===== src/rtl/aig_truth_table_sweeper.sv =====
// aig_truth_table_sweeper: drives every input vector onto a small AIG netlist, captures its truth table, compares with expected.
// Rev 1.0
`default_nettype none

module aig_truth_table_sweeper #(
  parameter int N_IN   = 3,
  parameter int N_OUT  = 6,
  parameter int SETTLE = 1
) (
  input  logic                          clk,
  input  logic                          rst,
  input  logic                          start,
  input  logic                          abort,
  output logic [N_IN-1:0]               x,
  input  logic [N_OUT-1:0]              f,
  input  logic [N_OUT*(2**N_IN)-1:0]    exp_tt,
  output logic [N_OUT*(2**N_IN)-1:0]    tt,
  output logic [N_IN-1:0]               vec_idx,
  output logic                          busy,
  output logic                          done,
  output logic                          match
);

  localparam int N_VEC = 2**N_IN;
  localparam int TT_W  = N_OUT * N_VEC;

  typedef enum logic [1:0] {
    IDLE = 2'd0,
    WAIT = 2'd1,
    CAPT = 2'd2,
    DONE = 2'd3
  } state_t;

  localparam logic [N_IN:0] LAST_VEC    = N_VEC - 1;
  localparam logic [N_IN:0] CNT_ONE     = 1;
  localparam logic [3:0]    SETTLE_LAST = (SETTLE == 0) ? 4'd0 : 4'(SETTLE - 1);
  // With no settle time each vector is captured in the cycle it is applied.
  localparam state_t        FIRST_STATE = (SETTLE == 0) ? CAPT : WAIT;

  state_t          state, state_nxt;
  logic [N_IN:0]   cnt, cnt_nxt;
  logic [3:0]      settle, settle_nxt;
  logic [TT_W-1:0] tt_nxt;
  logic            match_nxt;

  always_ff @(posedge clk) begin
    if (rst) begin
      state  <= IDLE;
      cnt    <= '0;
      settle <= '0;
      tt     <= '0;
      match  <= 1'b0;
    end else begin
      state  <= state_nxt;
      cnt    <= cnt_nxt;
      settle <= settle_nxt;
      tt     <= tt_nxt;
      match  <= match_nxt;
    end
  end

  always_comb begin
    state_nxt  = state;
    cnt_nxt    = cnt;
    settle_nxt = settle;
    tt_nxt     = tt;
    match_nxt  = match;

    if ((state == WAIT || state == CAPT) && abort) begin
      state_nxt = IDLE;
      cnt_nxt   = '0;
      match_nxt = 1'b0;
    end else begin
      case (state)
        IDLE: begin
          if (start && !abort) begin
            cnt_nxt    = '0;
            settle_nxt = '0;
            match_nxt  = 1'b0;
            state_nxt  = FIRST_STATE;
          end
        end
        WAIT: begin
          settle_nxt = settle + 4'd1;
          if (settle == SETTLE_LAST) state_nxt = CAPT;
        end
        CAPT: begin
          for (int i = 0; i < N_VEC; i++) begin
            if (cnt[N_IN-1:0] == N_IN'(i)) tt_nxt[i*N_OUT +: N_OUT] = f;
          end
          if (cnt == LAST_VEC) begin
            // Compare against the table including the entry written this cycle.
            match_nxt = (tt_nxt == exp_tt);
            state_nxt = DONE;
          end else begin
            cnt_nxt    = cnt + CNT_ONE;
            settle_nxt = '0;
            state_nxt  = FIRST_STATE;
          end
        end
        DONE: begin
          state_nxt = IDLE;
          cnt_nxt   = '0;
        end
        default: state_nxt = IDLE;
      endcase
    end
  end

  assign x       = cnt[N_IN-1:0];
  assign vec_idx = cnt[N_IN-1:0];
  assign busy    = (state == WAIT) || (state == CAPT);
  assign done    = (state == DONE);

endmodule

`default_nettype wire


===== config.mk =====
export PLATFORM = sky130hd
export DESIGN_NAME = aig_truth_table_sweeper
export DESIGN_NICKNAME = d
export VERILOG_FILES = /design/src/rtl/aig_truth_table_sweeper.sv
export SDC_FILE = /design/constraint.sdc
export NUM_CORES = 1
export LEC_CHECK = 0
export ABC_AREA = 1
export BUFFER_PORTS_ARGS = -buffer_cell sky130_fd_sc_hd__buf_2
export CAP_MARGIN = 20
export CORE_UTILIZATION = 49
export CTS_BUF_LIST = sky130_fd_sc_hd__clkbuf_4 sky130_fd_sc_hd__clkbuf_8
export DETAILED_ROUTE_END_ITERATION = 16
export HOLD_SLACK_MARGIN = 0.06
export PLACE_DENSITY = 0.79
export SKIP_LAST_GASP = 1
export SYNTH_ARGS = -nofsm -noshare
export SYNTH_HDL_FRONTEND = slang
export SYNTH_SLANG_ARGS = --single-unit

===== constraint.sdc =====
create_clock -name clk -period 1.8 [get_ports clk]
set_clock_uncertainty 0.05 [all_clocks]
set_input_delay 0.18 -clock clk [delete_from_list [all_inputs] [get_ports clk]]
set_output_delay 0.18 -clock clk [all_outputs]
set_load 0.005 [all_outputs]

; Yosys cells after proc, flatten, opt, wreduce, memory -nomap -nowiden
; Index checks and enable logic that the tools add are counted.
[totals]
ff_bits = 59
input_bits = 58
output_inout_bits = 57
elab_cells = 76
[op_classes]
n_addsub = 2
n_eq_ne = 16
n_mux = 36
n_bitwise = 1
n_reduce_logical = 16
[ops]
columns = op, count
row1 = 2-to-1 mux 6 bit, 24
row2 = equality test 48 bit, 1
row3 = case mux 4 bit (3 select lines), 2
row4 = "equality test 3 bit, second input constant", 4
row5 = 2-to-1 mux 4 bit, 3
row6 = "adder 4 x 1 -> 4 bit, second input constant", 2
row7 = "!= test 2 bit, second input constant", 4
row8 = case mux 2 bit (4 select lines), 1
row9 = "equality test 3 x 2 -> 1 bit, second input constant", 2
row10 = 2-to-1 mux 2 bit, 3
row11 = AND reduction 3 bit, 2
row12 = nonzero test 3 bit, 2
row13 = "equality test 2 bit, second input constant", 2
row14 = "equality test 4 x 3 -> 1 bit, second input constant", 1
row15 = logical NOT 4 bit, 1
row16 = AND reduction 2 bit, 2
row17 = AND reduction 4 bit, 1
row18 = "equality test 3 x 1 -> 1 bit, second input constant", 1
row19 = logical NOT 3 bit, 1
row20 = "equality test 2 x 1 -> 1 bit, second input constant", 1
row21 = logical AND 1 bit, 2
row22 = logical NOT 2 bit, 1
row23 = 2-to-1 mux 1 bit, 2
row24 = case mux 1 bit (2 select lines), 1
row25 = other kinds (5), 5

; Longest topological paths before layout
[depth]
word_depth = 7
ltp_mapped = 15
depth_no_buf = 14

; Worst setup path before layout
; OpenSTA, ideal clock, no wires.
[synth_timing]
path_type = reg2reg
startpoint = register cnt[2]
endpoint = register match
arrival_ps = 1786
required_ps = 1680
slack_ps = -105
path_stages_with_launch = 13
path_buffers = 3
cell_sequence = dfxtp_1 buf_6 inv_4 buf_6 ha_1 clkbuf_2 o21ai_0 nor2_1 nor2_1 nand4_1 nor2_1 nand3_1 a21oi_1
[synth_via]
elab_chain_cells = 7
[synth_lines]
columns = element, line_no
row1 = "start, declared", 41  ; logic [N_IN:0] cnt, cnt_nxt;
row2 = "start signal, assigned", 55  ; cnt <= cnt_nxt;
row3 = "equality test 3 x 1 -> 1 bit, or another cell as far along", 89  ; if (cnt[N_IN-1:0] == N_IN'(i)) tt_nxt[i*N_OUT +: N_OUT] = f;
row4 = 2-to-1 mux 6 bit, 89
row5 = 2-to-1 mux 6 bit, 74  ; case (state)
row6 = 2-to-1 mux 6 bit, 69  ; if ((state == WAIT || state == CAPT) && abort) begin
row7 = equality test 48 bit, 93  ; match_nxt = (tt_nxt == exp_tt);
row8 = 2-to-1 mux 1 bit, 91  ; if (cnt == LAST_VEC) begin
row9 = case mux 1 bit (2 select lines), 74
row10 = "end signal, assigned", 58  ; match <= match_nxt;
row11 = "end, declared", 21  ; output logic match
; Parallel ways exist; a longest one is shown, timed or not. The select of a mux whose other input is x is not followed.
; A chain may end at the register's enable or synchronous reset.

; Worst setup path after layout
[layout_timing]
startpoint = register cnt[1]
endpoint = register match
; Same word-level chain as after synthesis.

==> metrics.md <==
| Metric | Value |
|---|---|
| Violated checks | negative setup slack |
| Nets | 933 |
| Remaining antenna violation count | 0 |
| Clk sinks | 59 |
| Worst Setup EP | match |
| Synthesis-stage register bit count | 59 |
| P_leak | 3.179 nW |
| CP Data Required Time | 2030 ps |
| Status | finished, violations left |
| Min Tclk post-route | 2115 ps |
| DIE HEIGHT | 93.23 microns |
| Critical Path Start | cnt[1] |
| CP top delay family | simple AND/OR/NAND/NOR gates |
| Vias in the first global route | 5167 |
| Drc violations | 0 |
| R2R setup slack | -320 ps |
| Synth area leader | dfxtp_1 |
| Slowest stage delay, CP | 370 ps |
| Max-cap violation count | 0 |
| Yosys warning total | 0 |
| Reg2Reg Depth | 14 |
| Final Hold Viols | 0 |
| Max-slew headroom | 0.6874 |
| Initial antenna violation count | 0 |
| Io pins | 115 |
| Tightest Hold Check Type | in -> reg |
| Post-synthesis sequential area ratio | 0.2897 |
| Gr usage total | 0.3348 |
| Largest net degree at the start of global routing | 49 |
| Clock slew at reported path FFs | 70 ps |
| Post-Syn Area per Cell | 6.041 sq um |
| Max Clock Freq | 0.4727 GHz |
| RSZ-0062 raised after global routing | yes |
| Library cells used by synthesis | 30 |
| Mapped Nets | 746 |
| Worst path most repeated cell | nand2_1 |
| First-pass GRT wire length | 22800 microns |
| Share of cells above drive strength 1 | 0.3314 |
| R2r startpoint | cnt[1] |
| Worst path arrival time | 2340 ps |
| Grt peak-use layer | met2 |
| Final WS setup | -315.4 ps |
| Die area | 0.008691 sq mm |
| GR Util met2 | 0.5741 |
| Wire per inst | 16.37 microns |
| Final Max Tran Viols | 0 |
| Die extent in x | 93.23 microns |
| Pre-CTS setup slack | -265.1 ps |
| Synth top area share | 0.2897 |
| Slew @ Worst Pin | 468.9 ps |
| Bufs and invs on worst path | 2 |
| Bufs on Longest Clock Path | 2 |
| Placer Congestion | 0.9022 |
| Crit path capture type | flop |
| Inserted Diodes | 0 |
| Met1 usage | 0.3572 |
| WP depth | 14 |
| Routed Wire Length | 15850 microns |
| CTS Root Cell | clkbuf_8 |
| Most frequent cells after synthesis | nand2_1, inv_1, dfxtp_1 |
| Final setup viols | 1 |
| Peak supply drop | 0.8559 mV |
| Fin cells | 968 |
| Top cells by area, synth | dfxtp_1, nand2_1, inv_1 |
| Violation count after the first detailed-routing iteration | 401 |
| Count leader, synth | nand2_1 |
| Setup crit start kind | flop |
| Core area | 0.007888 sq mm |
| Num CTS Buffers | 9 |
| Initial Utilization | 0.5170 |
| Worst-skew pair later-pin latency | 350 ps |
| Dpl hpwl | 9821 microns |
| Capturing point of the worst reg2reg path | match |
| Worst path slowest cell | dfxtp_4 |
| Asr flop ratio synth | 0 |
| Remaining global-route overflow | 0 |
| Hold slack | 210.1 ps |
| Vias per cell | 5.731 |
| Inst Count DP | 935 |
| Number of I/O port buffers | 114 |
| Most used DFF post-synth | dfxtp_1 |
| Via count | 5548 |
| Setup TNS | -315.4 ps |
| H-tree Lvls | 3 |
| Worst-path maximum fanout | 8 |
| Number of synthesized flops with an enable pin | 0 |
| # rows | 32 |
| Layout area overhead | 45.44% |
| Critical path type | reg -> reg |
| CTS tree | yes |
| Critical Path, Cell by Cell | buf_6 -> ha_4 -> buf_8 -> nand2_4 -> nand2_1 -> nand2_1 -> nand2_1 -> nand2_1 -> nand2_1 -> nor2_1 -> nand2_1 -> nor2_1 -> nand3_1 -> a21oi_1 |
| Cells after Synth | 675 |
| Power density cells | 1373 mW/mm^2 |
| Met3 Use GR | 0.08862 |
| Mapped cell area | 0.004078 sq mm |
| Period utilization | 1.175 |
| DRT Pass-1 Iters | 7 |
## what timing repair did
| item | CTS | global route |
|---|---|---|
| hold buffers | 1 | 0 |
| setup buffers | 7 | 5 |
| resized for setup | 49 | 35 |
| setup endpoints to repair | 5 | 58 |
| endpoints found under the hold margin | 1 | 0 |
| cloned | 0 | 5 |
| pin swaps | 14 | 15 |
## how the worst min path moves through the flow
stage	startpoint	end	slack, ps	cells after the start
2_1_floorplan	rst	tt[19]	200	1
3_3_place_gp	rst	tt[19]	330	2
3_5_place_dp	rst	tt[19]	330	2
4_1_cts	f[4]	tt[16]	220	3
5_1_grt	f[0]	tt[12]	220	3
6_report	f[0]	tt[12]	210	3
## worst min-delay path, delay by kind of cell
| kind | cells | cell delay, ps |
|---|---|---|
| buffers and inverters | 1 | 190 |
| and+or+nand+nor | 1 | 120 |
| AOI/OAI and AO/OA | 1 | 70 |
## sequential cells by signal (all words and copies together) (netlist names)
register,cells
match,1
tt,48
state,2
settle,4
cnt,4
## per-layer routing
metal	wire length (microns)	up-vias
met4	1204	0
met5	0	-
met1	5800	2484
li1	-	2554
met3	1567	130
met2	7273	380
## placed cells by master (no fill, tap or decap), drive strengths merged
cell and instances:
nand2 241, buf 204, inv 90, dfxtp 59, o21ai 58, nand3 54, a31oi 34, nor2 33
a21oi 22, nand3b 18, clkbuf 17, ha 13, o211ai 6, nor3 4, a211oi 3, nand4 2
clkinv 2, a21boi 1, or2 1, o211a 1, o311a 1, xnor2 1, dlygate4sd3 1
## area by class of cell
| cell class | count | area (sq um) |
|---|---|---|
| clock buffer | 13 | 172.7 |
| clock inverter | 2 | 10.01 |
| fill | 546 | 1957 |
| inverter | 90 | 355.3 |
| multi-input combinational | 493 | 2631 |
| sequential | 59 | 1194 |
| tap | 102 | 127.6 |
| timing repair buffer | 209 | 1440 |
## report_power, final
group | internal [W] | switching (W)
Sequential | 0.00164 | 0.000308
Combinational | 0.00226 | 0.00276
Clock | 0.000616 | 0.000560
## kinds of logic (layout without fill, tap and decap cells)
kind of cell    after synthesis  in the layout  synth area share
simple gates                353            353            0.3648
fa+ha+maj                    13             13           0.03989
buf+inv                     123            314            0.1289
flops                        59             59            0.2897
xor+xnor                      1              1          0.002148
compound gates              126            126            0.1746
## metrics by stage
stage	cell area, sq um	total power [W]	util
after floorplan	4099	0.004241	-
after global placement	5214	0.005766	0.6610
after detailed placement	5214	0.005924	0.6610
after CTS	5647	0.007491	0.7159
after global routing	5931	0.008677	0.7519
final	5931	0.008142	0.7519
(Power assumes the default switching activity.)
